<file path="config.mk">
export PLATFORM = sky130hd
export DESIGN_NAME = instruction_register
export DESIGN_NICKNAME = d
export VERILOG_FILES = /design/src/rtl/instruction_register.sv
export SDC_FILE = /design/constraint.sdc
export NUM_CORES = 1
export LEC_CHECK = 0
export ABC_AREA = 1
export CAP_MARGIN = 40
export CELL_PAD_IN_SITES_DETAIL_PLACEMENT = 1
export CELL_PAD_IN_SITES_GLOBAL_PLACEMENT = 2
export CORE_MARGIN = 4
export CORE_UTILIZATION = 19
export DETAILED_ROUTE_END_ITERATION = 8
export GPL_TIMING_DRIVEN = 1
export PLACE_DENSITY_LB_ADDON = 0.1
export SYNTH_ARGS = -nofsm -noshare
export SYNTH_HDL_FRONTEND = slang
export SYNTH_SLANG_ARGS = --single-unit
</file>
<file path="constraint.sdc">
create_clock -name clk -period 1.7 [get_ports clk]
set_clock_uncertainty 0.2 [all_clocks]
set_input_delay 0.34 -clock clk [delete_from_list [all_inputs] [get_ports clk]]
set_output_delay 0.34 -clock clk [all_outputs]
set_load 0.005 [all_outputs]
</file>
<file path="src/rtl/instruction_register.sv">
// instruction_register: 16-bit instruction register for the CPU datapath.
// Captures the memory data bus word when enabled, holds it for the control
// unit, and reports whether any word has been captured since reset.
// Optional feature macro: IR_DECODE_EN. When it is defined, the opcode/rd/
// rs1/rs2/imm8 field outputs are slices of the held word. When it is left
// undefined, those ports remain present but are tied to zero.
// Port names follow the existing datapath codebase. rst is active-low and
// asynchronous.

module instruction_register #(
    parameter logic [15:0] RESET_VALUE = 16'h0000
) (
    input  logic        clk,
    input  logic        rst,
    input  logic        en,
    input  logic [15:0] d,
    output logic [15:0] o,
    output logic [3:0]  opcode,
    output logic [3:0]  rd,
    output logic [3:0]  rs1,
    output logic [3:0]  rs2,
    output logic [7:0]  imm8,
    output logic        loaded
);

    logic [15:0] r_ir;
    logic        r_loaded;

    // Capture the instruction word and set the loaded flag; reset wins over enable
    always_ff @(posedge clk or negedge rst) begin
        if (!rst) begin
            r_ir     <= RESET_VALUE;
            r_loaded <= 1'b0;
        end else if (en) begin
            r_ir     <= d;
            r_loaded <= 1'b1;
        end else begin
            r_ir     <= r_ir;
            r_loaded <= r_loaded;
        end
    end

    assign o      = r_ir;
    assign loaded = r_loaded;

`ifdef IR_DECODE_EN
    // Field slices come from the held word, never from d; imm8 overlaps rs1/rs2
    always_comb begin
        opcode = r_ir[15:12];
        rd     = r_ir[11:8];
        rs1    = r_ir[7:4];
        rs2    = r_ir[3:0];
        imm8   = r_ir[7:0];
    end
`else
    // Decode is left to the control unit, so the field ports are held at zero
    always_comb begin
        opcode = 4'h0;
        rd     = 4'h0;
        rs1    = 4'h0;
        rs2    = 4'h0;
        imm8   = 8'h00;
    end
`endif

endmodule

</file>
==> results of run 1 <==
cell families after synthesis:
group | Yosys count | synth area share (%)
simple gates | 49 | 23.1
buf+inv | 28 | 26.9
flops | 17 | 49.5
other cells | 1 | 0.436
state kept, by name, indices dropped and copies added, names as in the netlist:
signal  cells
loaded      1
o          16
power by group through the flow:
| stage | clock, mW | combinational [mW] | sequential, mW |
|---|---|---|---|
| after floorplan | 0 | 0.103 | 0.468 |
| final | 0.291 | 0.187 | 0.459 |
| after global routing | 0.332 | 0.211 | 0.463 |
| after CTS | 0.307 | 0.196 | 0.461 |
| after global placement | 0 | 0.193 | 0.467 |
| after detailed placement | 0 | 0.195 | 0.468 |
layout by cell type, fill, tap and decap left out:
| master | synthesis | routed |
|---|---|---|
| sky130_fd_sc_hd__clkbuf_1 | 0 | 1 |
| sky130_fd_sc_hd__clkdlybuf4s50_1 | 0 | 29 |
| sky130_fd_sc_hd__dlymetal6s2s_1 | 0 | 6 |
| sky130_fd_sc_hd__nand2_1 | 43 | 43 |
| sky130_fd_sc_hd__dfrtp_1 | 17 | 17 |
| sky130_fd_sc_hd__buf_4 | 24 | 3 |
| sky130_fd_sc_hd__inv_6 | 1 | 1 |
| sky130_fd_sc_hd__clkbuf_8 | 0 | 3 |
| sky130_fd_sc_hd__or2_1 | 1 | 1 |
| sky130_fd_sc_hd__nand2_2 | 5 | 5 |
| sky130_fd_sc_hd__conb_1 | 1 | 24 |
worst paths after layout:
path / startpoint / end / slack [ns] / cells past startpoint
min in group clk: o[1]$_DFFE_PN0P_ / o[1]$_DFFE_PN0P_ / 0.28 / 2
min reg2reg: o[1]$_DFFE_PN0P_ / o[1]$_DFFE_PN0P_ / 0.28 / 2
max: o[15]$_DFFE_PN0P_ / o[15] / 0.05 / 1
max in group asynchronous: rst / o[11]$_DFFE_PN0P_ / 0.89 / 2
min: rst / o[0]$_DFFE_PN0P_ / 0.23 / 2
max reg2reg: loaded$_DFFE_PN0P_ / loaded$_DFFE_PN0P_ / 0.81 / 1
area by class of cell:
cell class | count | area, um2 | area share (%)
clock buffers | 4 | 45.0 | 3.69
well taps | 52 | 65.1 | 5.33
inverters | 1 | 8.76 | 0.717
repair buffers | 38 | 388 | 31.8
multi-input cells | 73 | 289 | 23.7
flip-flops and latches | 17 | 425 | 34.8
routing by layer:
| metal | track usage [%] | part of all wire (%) | vias up |
|---|---|---|---|
| li1 | - | - | 310 |
| met1 | 8.72 | 39 | 286 |
| met2 | 12.0 | 48 | 33 |
| met3 | 2.80 | 11 | 2 |
| met4 | 2.91 | 1.6 | 0 |
| met5 | 0 | 0 | - |
timing repair:
action	in CTS	in global routing
resized for setup	0	6
setup endpoints to repair	0	6
buffers inserted	0	0
==> impl_metrics.py, run 1 <==
metrics = {
    "run_status": {
        "outcome": "complete, no violations",
    },
    "synth": {
        "postSynth.asyncResetShare_pct": 100,
        "synth_top_flop_cell": "sky130_fd_sc_hd__dfrtp_1",
        "register_area_share_after_synthesis_pct": 49.5,
        "synth_top_cells_by_area": "sky130_fd_sc_hd__dfrtp_1, sky130_fd_sc_hd__buf_4, sky130_fd_sc_hd__nand2_1, sky130_fd_sc_hd__nand2_2, sky130_fd_sc_hd__buf_6",
        "syn_area_um2": 860,
        "synthesis.instances": 95,
        "yosysMostFrequentCell": "sky130_fd_sc_hd__nand2_1",
        "synth.distinct_cells": 9,
        "synthesized_flop_and_latch_total": 17,
        "synth_largest_area_cell": "sky130_fd_sc_hd__dfrtp_1",
        "synth_area_per_cell_um2": 9.05,
        "synth_common_cells": "sky130_fd_sc_hd__nand2_1, sky130_fd_sc_hd__buf_4, sky130_fd_sc_hd__dfrtp_1, sky130_fd_sc_hd__nand2_2, sky130_fd_sc_hd__buf_6",
        "edff_count_synth": 0,
        "synth.yosys.warnings": 0,
        "synth.top_cell.area_share_pct": 49.5,
    },
    "pwr": {
        "p_sw_mw": 0.224,
        "fin_total_pwr_mw": 0.937,
        "power_per_cell_area_mw_per_mm2": 767,
        "clk_pwr_share_pct": 31.1,
        "vdd.ir_drop.worst_uv": 409,
        "seq_power_share_pct": 48.9,
        "switching_share_pct": 23.9,
        "internal_power_mw": 0.713,
        "comb_pwr_share_pct": 20.0,
        "total_leakage_power_nw": 0.667,
    },
    "critical_path": {
        "crit_path_start_kind": "register",
        "timing_worst_setup_path_type": "reg2out",
        "arrival_time_of_the_worst_setup_path_ns": 1.11,
        "critical-path-top-delay-family": "buffers and inverters",
        "critical_path.max_fanout": 2,
        "critPathBufInv": 1,
        "worstPathCellList": "clkdlybuf4s50_1",
        "cp.required_ns": 1.16,
        "crit_path_end_kind": "output pin",
        "critPathSlowestCell": "sky130_fd_sc_hd__clkdlybuf4s50_1",
        "slowest_delay_ns": 0.51,
    },
    "worst_hold_path": {
        "hold_path.class": "in2async",
    },
    "route": {
        "drt_wl_total_mm": 2.12,
        "violation_count_after_the_first_detailed_routing_iteration": 12,
        "routed_via_density": 3.41,
        "vias": 631,
        "wire_per_inst_um": 11.4,
        "drt-pass1-iter-count": 2,
        "route.detailed.drc": 0,
        "antenna_left": 0,
    },
    "placement": {
        "place.detailed.instances": 181,
        "post_dp_cell_area_mm2": 0.00116,
        "detailedPlace.worstSlack_ns": 0.115,
        "routabilityCongestion": 0.682,
        "io_buffer_count": 35,
        "detailed_place_hpwl_mm": 1.71,
    },
    "global_routing": {
        "groute.usage.overall_pct": 7.35,
        "vias_in_the_first_global_route": 642,
        "grt_pass1_wl_mm": 3.02,
        "antenna_violations_before_repair": 0,
        "gr-total-overflow": 0,
        "grt_start_max_net_pins": 18,
    },
    "final_layout": {
        "post-route-util_pct": 28.0,
        "layout-drive-gt1-share_pct": 9.02,
        "layout.cell_area.non_filler_mm2": 0.00122,
        "fillers": 512,
        "layoutNonFillerInstCount": 185,
        "num_antenna_cells": 0,
        "flow.area_growth_from_synthesis_pct": 42.1,
        "nNetsFinal": 153,
    },
    "timing": {
        "achievable-frequency_mhz": 605,
        "period_needed_ns": 1.65,
        "setup_ws_ns": 0.0467,
        "fin_worst_hold_slack_ns": 0.225,
        "slew_violations": 0,
        "hold_violations": 0,
        "setup-violations-final": 0,
        "setup_total_negative_slack_ns": 0,
        "final_worst_path_cycle_share_pct": 97.3,
        "rsz_0062_raised_after_global_routing": "no",
    },
    "clocking": {
        "holdBufCountCts": 0,
        "cts_num_sinks": 17,
        "clk_pin_slew_worst_paths_ns": 0.06,
        "cts_inserted_buffers": 3,
        "max-clock-path-buffers": 2,
        "tritoncts": "yes",
        "worst_skew_pair.late_latency_ns": 0.24,
        "clock-root-buffer": "sky130_fd_sc_hd__clkbuf_8",
        "h_tree_level_count": 1,
    },
    "floorplan": {
        "num_io_pins": 60,
        "fp.dieArea_mm2": 0.00566,
        "horizontal_die_dimension_um": 75.3,
        "initial_utilization_pct": 19.7,
        "fp-row-count": 24,
        "die_y_um": 75.3,
        "core_area_mm2": 0.00435,
    },
    "job": {
        "drv_cap": 0,
    },
}
Note: power is estimated with default switching activity, not from simulation.
==> run 2, diff against run 1 <==
ABC_AREA = 0   (was 1)
CORE_UTILIZATION = 21   (was 19)
PLACE_DENSITY = 0.91   (was default)
PLACE_DENSITY_LB_ADDON = default   (was 0.1)
==> run 2 against run 1 <==
  * Die area fell by 8.4%
  * Final cell count fell by 17%
  * Core utilization rose by 4.1 points
  * Total power rose by 5.2%
  * Critical path depth did not move
  * Worst hold slack got worse by 0.0051 ns
  * Maximum frequency barely moved
  * Via count fell by 16%
  * Non-clock buffer count rose by 4
  * Synthesized area rose by 0.15%
  * Cell area rose by 4.4%
==> impl_metrics.py, run 2 <==
metrics = {
    "final_layout": {
        "num_antenna_cells": 0,
        "largest_register_ffs": 16,
        "final_cell_mix": "sky130_fd_sc_hd__clkdlybuf4s50_1, sky130_fd_sc_hd__conb_1, sky130_fd_sc_hd__dfrtp_1",
        "nNetsFinal": 124,
        "layout-drive-gt1-share_pct": 26.0,
        "multiInputGateArea_um2": 310,
        "layoutNonFillerInstCount": 154,
        "final_common_cell": "sky130_fd_sc_hd__clkdlybuf4s50_1",
        "flow.area_growth_from_synthesis_pct": 48.1,
        "final-seq-area_um2": 425,
        "fillers": 454,
    },
    "pwr": {
        "seq_power_share_pct": 47.0,
        "fin_total_pwr_mw": 0.986,
        "power_per_cell_area_mw_per_mm2": 773,
        "internal_power_mw": 0.763,
        "vdd.ir_drop.worst_uv": 408,
        "total_leakage_power_nw": 0.622,
        "switching_share_pct": 22.6,
        "comb_pwr_share_pct": 23.4,
        "clk_pwr_share_pct": 29.6,
        "p_sw_mw": 0.223,
    },
    "worst_hold_path": {
        "hold_path.class": "in2async",
    },
    "floorplan": {
        "fp-row-count": 23,
        "fp.dieArea_mm2": 0.00519,
        "die_y_um": 72.0,
        "num_io_pins": 60,
        "core_area_mm2": 0.00397,
        "horizontal_die_dimension_um": 72.0,
        "initial_utilization_pct": 21.7,
    },
    "critical_path": {
        "end_of_the_critical_path": "o[0]",
        "timing_worst_setup_path_type": "reg2out",
        "cp-startpoint": "o[0]$_DFFE_PN0P_",
        "critPathBufInv": 1,
        "crit_path_start_kind": "register",
        "arrival_time_of_the_worst_setup_path_ns": 1.11,
        "path_length_in_cells_of_the_critical_path": 1,
        "worstPathCellList": "clkdlybuf4s50_1",
        "number_of_cells_traversed_by_the_worst_register_to_register_path": 2,
        "slowest_delay_ns": 0.51,
        "critPathSlowestCell": "sky130_fd_sc_hd__clkdlybuf4s50_1",
        "crit_path_end_kind": "output pin",
        "regToRegStartpoint": "o[5]$_DFFE_PN0P_",
        "critical_path.max_fanout": 2,
        "reg2reg_setup_slack_ns": 0.61,
        "cp.required_ns": 1.16,
        "rr_endpoint": "o[5]$_DFFE_PN0P_",
        "critical-path-top-delay-family": "buffers and inverters",
    },
    "placement": {
        "routabilityCongestion": 0.671,
        "detailedPlace.worstSlack_ns": -0.0142,
        "detailed_place_hpwl_mm": 1.62,
        "place.detailed.instances": 145,
        "io_buffer_count": 35,
    },
    "timing": {
        "fin_worst_hold_slack_ns": 0.220,
        "hold_violations": 0,
        "slew_violations": 0,
        "setup-violations-final": 0,
        "setup_total_negative_slack_ns": 0,
        "achievable-frequency_mhz": 605,
        "period_needed_ns": 1.65,
        "final_worst_path_cycle_share_pct": 97.3,
        "rsz_0062_raised_after_global_routing": "no",
        "setup_ws_ns": 0.0465,
    },
    "synth": {
        "synthesized_flop_and_latch_total": 17,
        "synthesis.instances": 61,
        "yosysMostFrequentCell": "sky130_fd_sc_hd__buf_4",
        "synth_top_cells_by_area": "sky130_fd_sc_hd__dfrtp_1, sky130_fd_sc_hd__buf_4, sky130_fd_sc_hd__mux2_4, sky130_fd_sc_hd__mux2_2, sky130_fd_sc_hd__buf_12",
        "synth_area_per_cell_um2": 14.1,
        "synth_common_cells": "sky130_fd_sc_hd__buf_4, sky130_fd_sc_hd__dfrtp_1, sky130_fd_sc_hd__mux2_4, sky130_fd_sc_hd__mux2_2",
        "synth_largest_area_cell": "sky130_fd_sc_hd__dfrtp_1",
        "synth.yosys.warnings": 0,
        "syn_area_um2": 861,
        "synth_top_flop_cell": "sky130_fd_sc_hd__dfrtp_1",
        "postSynth.asyncResetShare_pct": 100,
        "register_area_share_after_synthesis_pct": 49.4,
        "edff_count_synth": 0,
        "synth.distinct_cells": 8,
        "synth.top_cell.area_share_pct": 49.4,
    },
    "global_routing": {
        "grt_use_met2_pct": 15.0,
        "antenna_violations_before_repair": 0,
        "use_met3_pct": 4.85,
        "vias_in_the_first_global_route": 619,
        "met1_usage_pct": 7.14,
        "groute.usage.overall_pct": 7.87,
        "grt_pass1_wl_mm": 3.06,
        "grt_start_max_net_pins": 18,
        "grt-busiest-layer": "met2",
        "gr-total-overflow": 0,
    },
    "route": {
        "wire_per_inst_um": 13.2,
        "drt_wl_total_mm": 2.03,
        "violation_count_after_the_first_detailed_routing_iteration": 13,
        "drt-pass1-iter-count": 2,
        "antenna_left": 0,
        "routed_via_density": 3.46,
        "vias": 533,
        "route.detailed.drc": 0,
    },
    "clocking": {
        "worst_skew_pair.late_latency_ns": 0.24,
        "cts_inserted_buffers": 3,
        "max-clock-path-buffers": 2,
        "clk_pin_slew_worst_paths_ns": 0.06,
        "cts_num_sinks": 17,
        "clock-root-buffer": "sky130_fd_sc_hd__clkbuf_8",
        "tritoncts": "yes",
        "h_tree_level_count": 1,
    },
    "run_status": {
        "outcome": "complete, no violations",
    },
    "job": {
        "drv_cap": 0,
    },
}
## run 2: changes by cell type in the layout (fill, tap and decap cells not counted), moves of 3 or more
cell / change
sky130_fd_sc_hd__mux2_2: +7
sky130_fd_sc_hd__nand2_2: -5
sky130_fd_sc_hd__mux2_4: +9
sky130_fd_sc_hd__nand2_1: -43
sky130_fd_sc_hd__buf_4: +3
## run 2: cell type report
class	count	share of cell area [%]
timing repair buffer	42	33.8
clock inverter	1	0.393
sequential	17	33.4
multi-input combinational	41	24.3
clock buffer	3	3.24
tap	50	4.91
## run 2: layer usage
| layer | routed length, um | up-vias | share of wire, % |
|---|---|---|---|
| li1 | - | 233 | - |
| met1 | 649 | 261 | 32 |
| met2 | 1140 | 39 | 56 |
| met3 | 238 | 0 | 12 |
| met4 | 0 | 0 | 0 |
| met5 | 0 | - | 0 |
## run 2: logic make-up after synthesis
logic type | share of synthesized area, %
and+or+nand+nor | 0.727
other | 0.436
buffers and inverters | 24.6
DFF | 49.4
muxes | 24.9
## run 2: worst min path at each step
stage / start / endpoint / slack (ns)
4_1_cts: rst / o[1]$_DFFE_PN0P_ / 0.22
5_1_grt: rst / o[12]$_DFFE_PN0P_ / 0.26
2_1_floorplan: rst / loaded$_DFFE_PN0P_ / -0.16
6_report: rst / o[1]$_DFFE_PN0P_ / 0.22
3_5_place_dp: loaded$_DFFE_PN0P_ / loaded$_DFFE_PN0P_ / 0.29
3_3_place_gp: loaded$_DFFE_PN0P_ / loaded$_DFFE_PN0P_ / 0.25
## run 2: through the flow
| step | utilization, % | instance area (um2) |
|---|---|---|
| 2_1_floorplan | - | 947 |
| 3_3_place_gp | 29.6 | 1180 |
| 3_5_place_dp | 29.6 | 1180 |
| 4_1_cts | 30.8 | 1220 |
| 5_1_grt | 32.1 | 1270 |
| 6_report | 32.1 | 1270 |
## run 2: power by group through the flow
stage | Clock (mW) | Sequential, mW | Combinational, mW
6_report | 0.291 | 0.464 | 0.231
5_1_grt | 0.329 | 0.469 | 0.250
4_1_cts | 0.311 | 0.466 | 0.224
3_5_place_dp | 0 | 0.473 | 0.222
3_3_place_gp | 0 | 0.470 | 0.215
2_1_floorplan | 0 | 0.472 | 0.119
## run 2: repair_timing
item | 4_1_cts | 5_1_grt
setup buffers | 0 | 5
gates resized for setup | 0 | 6
hold buffers | 0 | 0
endpoints found under the setup margin | 0 | 9
hold endpoints to repair | 0 | 0
